[src/rtl/alu_arbiter.sv]
// alu_arbiter: round-robin sharing of one combinational ALU between two
// requesters. One op is in flight at a time: IDLE accepts, EXEC evaluates,
// RESP holds the registered result until the owning port takes it.
module alu_arbiter (
    input  logic        clk,
    input  logic        reset_n,
    input  logic        req_valid_0,
    input  logic        req_valid_1,
    output logic        req_ready_0,
    output logic        req_ready_1,
    input  logic [31:0] req_a_0,
    input  logic [31:0] req_a_1,
    input  logic [31:0] req_b_0,
    input  logic [31:0] req_b_1,
    input  logic [3:0]  req_ctrl_0,
    input  logic [3:0]  req_ctrl_1,
    input  logic        req_setf_0,
    input  logic        req_setf_1,
    output logic        rsp_valid_0,
    output logic        rsp_valid_1,
    input  logic        rsp_ready_0,
    input  logic        rsp_ready_1,
    output logic [31:0] rsp_result,
    output logic [3:0]  rsp_flags,
    output logic [31:0] alu_src_a,
    output logic [31:0] alu_src_b,
    output logic [3:0]  alu_control,
    input  logic [31:0] alu_result,
    input  logic [3:0]  alu_flags,
    output logic [3:0]  flags_q,
    output logic        busy
);

    typedef enum logic [1:0] {IDLE, EXEC, RESP} state_t;

    state_t      state;
    state_t      state_nx;
    logic        last_grant;
    logic        owner;
    logic [31:0] op_a;
    logic [31:0] op_b;
    logic [3:0]  op_ctrl;
    logic        op_setf;
    logic        grant_vld;
    logic        grant;
    logic        accept;
    logic        rsp_take;

    // Grant: a lone requester always wins; on a tie the port that did not win last time wins
    always_comb begin
        grant_vld = req_valid_0 | req_valid_1;
        if (req_valid_0 && req_valid_1)
            grant = ~last_grant;
        else
            grant = req_valid_1;
    end

    assign accept   = (state == IDLE) && grant_vld;
    assign rsp_take = owner ? rsp_ready_1 : rsp_ready_0;

    // ALU inputs come only from the operand registers so requester changes never reach the ALU
    assign alu_src_a   = op_a;
    assign alu_src_b   = op_b;
    assign alu_control = op_ctrl;

    // State register
    always_ff @(posedge clk or negedge reset_n) begin
        if (!reset_n)
            state <= IDLE;
        else
            state <= state_nx;
    end

    // Next-state logic
    always_comb begin
        state_nx = state;
        case (state)
            IDLE:    if (grant_vld) state_nx = EXEC;
            EXEC:    state_nx = RESP;
            RESP:    if (rsp_take) state_nx = IDLE;
            default: state_nx = IDLE;
        endcase
    end

    // Handshake outputs; ready is gated by reset so nothing looks accepted while held in reset
    always_comb begin
        req_ready_0 = reset_n && (state == IDLE) && grant_vld && !grant;
        req_ready_1 = reset_n && (state == IDLE) && grant_vld &&  grant;
        rsp_valid_0 = (state == RESP) && !owner;
        rsp_valid_1 = (state == RESP) &&  owner;
        busy        = (state != IDLE);
    end

    // Capture the granted request; last_grant starts at 1 so port 0 wins the first tie
    always_ff @(posedge clk or negedge reset_n) begin
        if (!reset_n) begin
            op_a       <= '0;
            op_b       <= '0;
            op_ctrl    <= '0;
            op_setf    <= 1'b0;
            owner      <= 1'b0;
            last_grant <= 1'b1;
        end else if (accept) begin
            op_a       <= grant ? req_a_1    : req_a_0;
            op_b       <= grant ? req_b_1    : req_b_0;
            op_ctrl    <= grant ? req_ctrl_1 : req_ctrl_0;
            op_setf    <= grant ? req_setf_1 : req_setf_0;
            owner      <= grant;
            last_grant <= grant;
        end
    end

    // Register the ALU outputs at the end of EXEC; NZCV updates only for setf ops
    always_ff @(posedge clk or negedge reset_n) begin
        if (!reset_n) begin
            rsp_result <= '0;
            rsp_flags  <= '0;
            flags_q    <= '0;
        end else if (state == EXEC) begin
            rsp_result <= alu_result;
            rsp_flags  <= alu_flags;
            if (op_setf)
                flags_q <= alu_flags;
        end
    end

endmodule

[config.mk]
export PLATFORM = sky130hd
export DESIGN_NAME = alu_arbiter
export DESIGN_NICKNAME = d
export VERILOG_FILES = /design/src/rtl/alu_arbiter.sv
export SDC_FILE = /design/constraint.sdc
export NUM_CORES = 1
export LEC_CHECK = 0
export CAP_MARGIN = 5
export CORE_ASPECT_RATIO = 0.75
export CORE_UTILIZATION = 35
export DETAILED_ROUTE_END_ITERATION = 7
export PLACE_DENSITY = 0.72
export SYNTH_ARGS = -nofsm -noshare
export SYNTH_HDL_FRONTEND = slang
export SYNTH_SLANG_ARGS = --single-unit
[constraint.sdc]
create_clock -name clk -period 3.6 [get_ports clk]
set_input_delay 0.36 -clock clk [delete_from_list [all_inputs] [get_ports clk]]
set_output_delay 0.36 -clock clk [all_outputs]
set_load 0.05 [all_outputs]
==> impl_metrics.csv <==
group,metric,value,unit
die,coreArea,15500,um2
die,top_level_ports,293,
logic_synthesis,syn_nets,509,
run,maxCapViolations,0,
critical_path,worstPathRequired,3.24,ns
logic_synthesis,seq_area_frac_synth,0.499,
clock_network,root_buffer,"clkbuf_16",
logic_synthesis,synth-seq-cells,113,
sta,finalCriticalPeriod,2.68,ns
critical_path,critPathKind,"flip-flop to output port",
run_status,status,"finished, final reports clean",
sta,worst_pin_slew,0.756,ns
hold_path,hold_path_class,"primary input to async pin",
critical_path,worstReg2RegEnd,"alu_src_a[6]",
pwr,finalPower,0.00987,W
detailed_routing,postRouteAntennaNets,0,
final_layout,final_cell_mix,"291 x clkdlybuf4s50_1, 134 x mux2_4, 112 x dfrtp_1, 45 x mux2_2, 17 x clkbuf_16",
global_route,track_usage,0.184,
die,die_h,112,um
global_route,grt.overflow.total,0,
final_layout,final_common_cell,"clkdlybuf4s50_1",
detailed_routing,vias,3838,
critical_path,critPathMaxFanout,4,
sta,hold_violations,0,
sta,setup_viol,0,
placement,gp_congestion,0.747,
pwr,vdd_drop_max,0.000569,V
final_layout,drive_above_1_share,0.341,
detailed_routing,wl,14.9,mm
placement,dp_hpwl,10.9,mm
clock_network,htreeDepth,4,
critical_path,r2r_setup_slack,1.52,ns
logic_synthesis,syn_inst,329,
critical_path,setup.worst_path.end,"req_ready_1",
clock_network,cts_buffer_depth,2,
final_layout,antenna_cells,0,
critical_path,r2r_start,"last_grant",
clock_network,cts.sinks,113,
die,dieArea,16700,um2
logic_synthesis,synth_enable_flop_cells,0,
global_route,grt_pass1_vias,4435,
detailed_routing,drtIter0Drc,150,
critical_path,crit_start,"state[1]",
sta,final-max-slew-violation-count,0,
die,start_util,0.365,
detailed_routing,first_pass_iters,4,
logic_synthesis,avgSynthCellArea,17.2,um2
pwr,leakage,4.13,nW
final_layout,area_delta_synth_final,64.3,%
final_layout,fin_nets,807,
critical_path,reg2reg_depth,4,
die,fp.dieW,149,um
global_route,grt_max_degree,72,
die,placementRows,39,
placement,port_buffers,292,
clock_network,path_clk_slew,0.06,ns
detailed_routing,route.detailed.drc,0,
sta,fmax,0.373,GHz
clock_network,cts_buffers,17,
clock_network,tritoncts,"yes",
sta,finalCritPeriodShare,0.745,
sta,finalSetupTns,0,ns
pwr,power_density,1060,nW/um2
detailed_routing,drt-vias-per-instance,4.54,
logic_synthesis,async_reset_ff_frac,1.00,
critical_path,worst-endpoint-arrival,2.32,ns
logic_synthesis,synthFlopType,"dfrtp_1",
sta,final.setup_skew,0.00683,ns
logic_synthesis,yosysWarnings,0,
critical_path,cp-start-kind,"flip-flop",
clock_network,clk_latency,0.41,ns
logic_synthesis,syn_area,5670,um2
detailed_routing,wl_per_cell,17.6,um
logic_synthesis,synth_cell_type_count,21,
clock_network,post-cts-setup-buffers,0,
sta,max-slew-margin-rel,0.496,
global_route,grt_pass1_wl,23.1,mm
sta,rsz0062_at_grt,"false",
critical_path,cp-end-kind,"output port",
global_route,antenna_found_initial,0,
==> what timing repair did <==
action	in CTS	in global routing
hold buffers	1	0
resized for setup	0	0
hold endpoints to repair	11	0
==> Yosys cell counts (2+ instances only) <==
cell type / instances / area, um2
nor2_1: 3 / 11.3
buf_4: 7 / 52.6
mux2_4: 134 / 2010
buf_2: 5 / 25.0
mux2_2: 45 / 507
dfrtp_1: 112 / 2800
buf_12: 6 / 120
nand2b_1: 2 / 12.5
inv_1: 3 / 11.3
==> cell families (layout without fill, tap and decap cells) <==
group / Yosys count / in the layout / share of synthesized area
muxes: 179 / 179 / 0.445
DFF: 113 / 113 / 0.499
buffers and inverters: 23 / 334 / 0.0415
and+or+nand+nor: 8 / 8 / 0.00751
AOI/OAI and AO/OA: 6 / 6 / 0.00707
==> metal layers <==
metal,vias up,global-route usage,share of wire
met5,-,0,0
met4,0,0.0810,0.023
met3,26,0.0585,0.069
met2,163,0.328,0.51
met1,1876,0.200,0.40
li1,1773,-,-
==> per-stage QoR <==
stage / hold slack [ns] / std cells / area [um2] / utilization / setup WS, ns
2_1_floorplan: 0.0644 / 329 / 5670 / - / 1.25
3_3_place_gp: 0.219 / 812 / 8690 / 0.560 / 1.15
3_5_place_dp: 0.226 / 812 / 8690 / 0.560 / 1.08
4_1_cts: 0.381 / 845 / 9310 / 0.600 / 0.915
5_1_grt: 0.368 / 845 / 9310 / 0.600 / 0.833
6_report: 0.358 / 845 / 9310 / 0.600 / 0.918
==> power breakdown <==
| part | total, W | internal [W] | switching (W) |
|---|---|---|---|
| sequential | 0.00232 | 0.00194 | 0.000378 |
| clock | 0.00172 | 0.00114 | 0.000582 |
| combinational | 0.00582 | 0.00249 | 0.00333 |
==> flip-flops by register name, summed over array words and instances, names as in the netlist <==
signal,count
rsp_flags,4
alu_control,4
last_grant,1
rsp_result,32
alu_src_a,32
owner,1
flags_q,4
alu_src_b,32
op_setf,1
state,2
==> cell type report <==
class                           instances  area [um2]
Timing Repair Buffer                  299        2990
Tap cell                              205         256
Multi-Input combinational cell        193        2620
Clock buffer                           23         478
Sequential cell                       113        2830
Fill cell                            1228        6210
Clock inverter                          9         130
Inverter                                3        11.3
==> how the worst min path moves through the flow <==
| stage | endpoint | start |
|---|---|---|
| 4_1_cts | rsp_result[19] | reset_n |
| 5_1_grt | rsp_result[19] | reset_n |
| 3_3_place_gp | rsp_result[19] | reset_n |
| 6_report | rsp_result[19] | reset_n |
| 3_5_place_dp | rsp_result[19] | reset_n |
| 2_1_floorplan | alu_control[0] | reset_n |
==> worst max-delay path, stage by stage (launching register included) <==
cell and delay [ns]:
dfrtp_1 0.41, nor2_1 0.28, inv_1 0.13, nor3_1 0.23
clkdlybuf4s50_1 0.86
(Power assumes the default switching activity.)
==> RTL change 1 (same flow settings) <==
Re-encode `state_t` (3 states) as one-hot, 3 bits wide.
--- a/src/rtl/alu_arbiter.sv
+++ b/src/rtl/alu_arbiter.sv
@@ -31,7 +31,7 @@
     output logic        busy
 );
 
-    typedef enum logic [1:0] {IDLE, EXEC, RESP} state_t;
+    typedef enum logic [2:0] {IDLE = 3'b001, EXEC = 3'b010, RESP = 3'b100} state_t;
 
     state_t      state;
     state_t      state_nx;
Formal check against the unedited RTL: no difference found for any inputs over 10 cycles, from zero or initial values and one cycle with reset_n low; not proved beyond that.
==> RTL change 1 against the original RTL <==
- final area is 8.9% lower
- non-clock buffer count up 1
- clock power down 6%
- clock skew is 0.0039 ns higher
- highest routed layer unchanged
- area after synthesis is 14% lower
- total power is 6.7% lower
- setup slack improved by 0.022 ns
- routed wire length is 9.4% higher
- synthesized cell count is 8.2% higher
- hold slack worse by 0.18 ns
- sequential cell count rose by 1
==> RTL change 1: results (changes against the original RTL) <==
post-synthesis cell type count=24 (+14%); non-clock buffer count=300 (+0.33%); all-layer global routing usage=22.7% (+4.3 points); M1 wire length=6740 um (+14%); share of post-route cells with drive strength above 1=10.4% (-24 points); via count=4422 (+15%); Worst Clk Skew=0.0107 ns (+0.00389 ns); Data arrival, critical path=2.30 ns (-0.02 ns); Signal buf overhead=35.4% (+3.3 points); Worst R2R Setup Slack=1.40 ns (-0.12 ns); compound-cell area share of the yosys netlist=25.7% (+25 points); met1 Use GR=27.0% (+7.0 points); post-DP HPWL=11300 um (+3.8%); DR WL met2=7820 um (+3.4%); met3 usage=8.33% (+2.5 points); placed cells=785 (-3.3%); seq_cells=114 (+0.88%); proportion of cell area spent on the clock network=6.76% (+0.23 points); vias in the first global route=4597 (+3.7%); clkbuf count=20 (-13%); register area share after synthesis=58.8% (+8.8 points); fraction of area in registers=33.7% (+3.3 points); fraction of area in multi-input gates=21.5% (-6.6 points); run status=complete, no violations; Critical Path Fanout Max=5 (+1); Setup crit start=state[0]; peak supply drop=1230 uV (+120%); Post-Syn Instances=356 (+8.2%); drt total wl=16300 um (+9.4%); crit-path max cell delay=0.80 ns (-0.06 ns); syn nets=536 (+5.3%)
[RTL change 1: cell types whose count changed in the layout (fill, tap and decap cells not counted), moves of 3 or more]
cell	delta
mux2_4	-134
clkbuf_8	-3
mux2_1	+23
o32ai_1	+69
clkinv_4	+3
a2bb2oi_1	+69
mux2_2	-27
[RTL change 1: where the power goes]
part	switching, mW	internal, mW
Sequential	0.365	1.93
Combinational	3.31	1.99
Clock	0.587	1.02
Total	4.26	4.94
[RTL change 1: cell families after synthesis]
kind of cell,Yosys count
flip-flops,114
AO/OA/AOI/OAI,143
buffers and inverters,45
multiplexers,41
AND/OR/NAND/NOR,13
[RTL change 1: per-stage QoR]
| stage | worst slack (ns) | hold WS, ns | area, sq um |
|---|---|---|---|
| detailed placement | 1.03 | 0.475 | 7910 |
| global placement | 1.12 | 0.469 | 7910 |
| floorplan | 1.67 | 0.0644 | 4860 |
| CTS | 0.925 | 0.191 | 8480 |
| finish | 0.941 | 0.174 | 8480 |
| global route | 0.890 | 0.241 | 8480 |
==> RTL change 2 (config.mk and constraints unchanged) <==
Without the edit above. Put one more register stage on the output `rsp_flags`, without a reset. The value now appears one clock later. The other outputs are not delayed to match.
--- a/src/rtl/alu_arbiter.sv
+++ b/src/rtl/alu_arbiter.sv
@@ -32,6 +32,8 @@
 );
 
     typedef enum logic [1:0] {IDLE, EXEC, RESP} state_t;
+
+    logic [3:0] rsp_flags_s0;
 
     state_t      state;
     state_t      state_nx;
@@ -114,15 +116,19 @@
     always_ff @(posedge clk or negedge reset_n) begin
         if (!reset_n) begin
             rsp_result <= '0;
-            rsp_flags  <= '0;
+            rsp_flags_s0 <= '0;
             flags_q    <= '0;
         end else if (state == EXEC) begin
             rsp_result <= alu_result;
-            rsp_flags  <= alu_flags;
+            rsp_flags_s0 <= alu_flags;
             if (op_setf)
                 flags_q <= alu_flags;
         end
     end
 
+    always_ff @(posedge clk) begin
+        rsp_flags <= rsp_flags_s0;
+    end
+
 endmodule
 
Function: changed (Yosys sat finds a counterexample within 4 cycles, from zero or initial values and one cycle with reset_n low).
==> RTL change 2 against the original RTL <==
- global-route usage fell by 0.70 points
- area after synthesis rose by 1.4%
- sequential share of layout area rose by 0.75 points
- total power fell by 0.17%
- count of clock-buffer cells in the layout fell by 4
- setup slack got worse by 0.14 ns
- routed wire length fell by 0.51%
- register-to-register slack got worse by 0.04 ns
- final area rose by 0.35%
- sequential cell count rose by 4
- critical path type unchanged
- highest routed layer unchanged
==> RTL change 2: results (changes against the original RTL) <==
worst skew pair latency=0.40 ns; # Post-CTS Setup Buffers=0 (unchanged); 1st-iter DRT viols=84 (-44%); post-DP HPWL=10900 um (+0.29%); register area share after synthesis=50.6% (+0.70 points); top cells by area, synth=dfrtp_1, mux2_4, mux2_2; largest net degree at the start of global routing=62 (-14%); yosys warns=0 (unchanged); Critical Path Fanout Max=15 (+11); Worst-Margin Slew=0.925 ns (+0.169 ns); leakage=4.14 nW (+0.30%); syn nets=513 (+0.79%); post-synthesis cell type count=22 (+4.8%); slowest CP cell=clkdlybuf4s50_1; nets@finish=810 (+0.37%); Place WS=1.03 ns (-0.0544 ns); M1 wire length=6160 um (+3.8%); placed cells=821 (+1.1%); share of post-route cells with drive strength above 1=34.4% (+0.31 points); Synth Area in XOR/XNOR=0% (unchanged); Data arrival, critical path=2.47 ns (+0.15 ns); peak supply drop=487 uV (-14%); Clock Tree Buf Depth=2 (unchanged); clock root buffer master=clkbuf_16; compound-cell area share of the yosys netlist=0.697% (-0.0098 points); Worst Clk Skew=0.00393 ns (-0.00291 ns); WL per Instance=17.3 um (-1.4%); run status=complete, no violations; FFs w/ async S/R, synth=96.6% (-3.4 points); via count=3848 (+0.26%); hold crit path type=input port to asynchronous set/reset pin; metal3 WL=1120 um (+8.5%); DR WL met2=7200 um (-4.7%); vias in the first global route=4196 (-5.4%); fill cell count=1237 (+0.73%); mux cell area share after synthesis=43.8% (-0.62 points); crit-path max cell delay=0.80 ns (-0.06 ns); Synth Area per Inst=17.3 sq um (+0.20%); drt total wl=14800 um (-0.51%); all-layer global routing usage=17.7% (-0.70 points); first-pass GRT wire length=22500 um (-2.9%); Synth Flop Type=dfrtp_1; gp weighted congestion=0.739 (-1.1%)
[RTL change 2: layout make-up]
class | instances | area share (%)
Clock buffer | 19 | 4.74
Clock inverter | 13 | 1.41
Tap cell | 210 | 2.81
Timing Repair Buffer | 298 | 31.7
Sequential cell | 117 | 31.1
Multi-Input combinational cell | 193 | 28.0
Inverter | 3 | 0.121
[RTL change 2: routing by layer]
metal	vias up	global-route usage [%]
li1	1784	-
met1	1869	20.8
met2	171	30.1
met3	24	5.40
met4	0	7.41
met5	-	0
[RTL change 2: final timing paths]
path	start	endpoint	slack, ns	depth (start not counted)
min	reset_n	op_setf	0.12	2
max in group asynchronous	reset_n	flags_q[0]	2.26	3
max reg2reg	state[0]	alu_src_b[24]	1.48	4
min in group clk	rsp_flags_s0[3]	rsp_flags[3]	0.36	0
min reg2reg	rsp_flags_s0[3]	rsp_flags[3]	0.36	0
max	state[0]	req_ready_0	0.77	4
[RTL change 2: cells by family after synthesis]
kind of cell	Yosys count
mux	179
compound gates	6
buf+inv	23
simple gates	8
flops	117
[RTL change 2: power breakdown]
part	internal (mW)	leakage (nW)	switching [mW]	total [mW]
Sequential	2.01	1.35	0.380	2.39
Combinational	2.47	2.50	3.34	5.82
Clock	1.03	0.283	0.608	1.64
[RTL change 2: stage by stage]
| step | utilization, % | instance area (sq um) |
|---|---|---|
| CTS | 58.3 | 9340 |
| global placement | 54.7 | 8770 |
| detailed placement | 54.7 | 8770 |
| finish | 58.3 | 9340 |
| floorplan | - | 5750 |
| global route | 58.3 | 9340 |
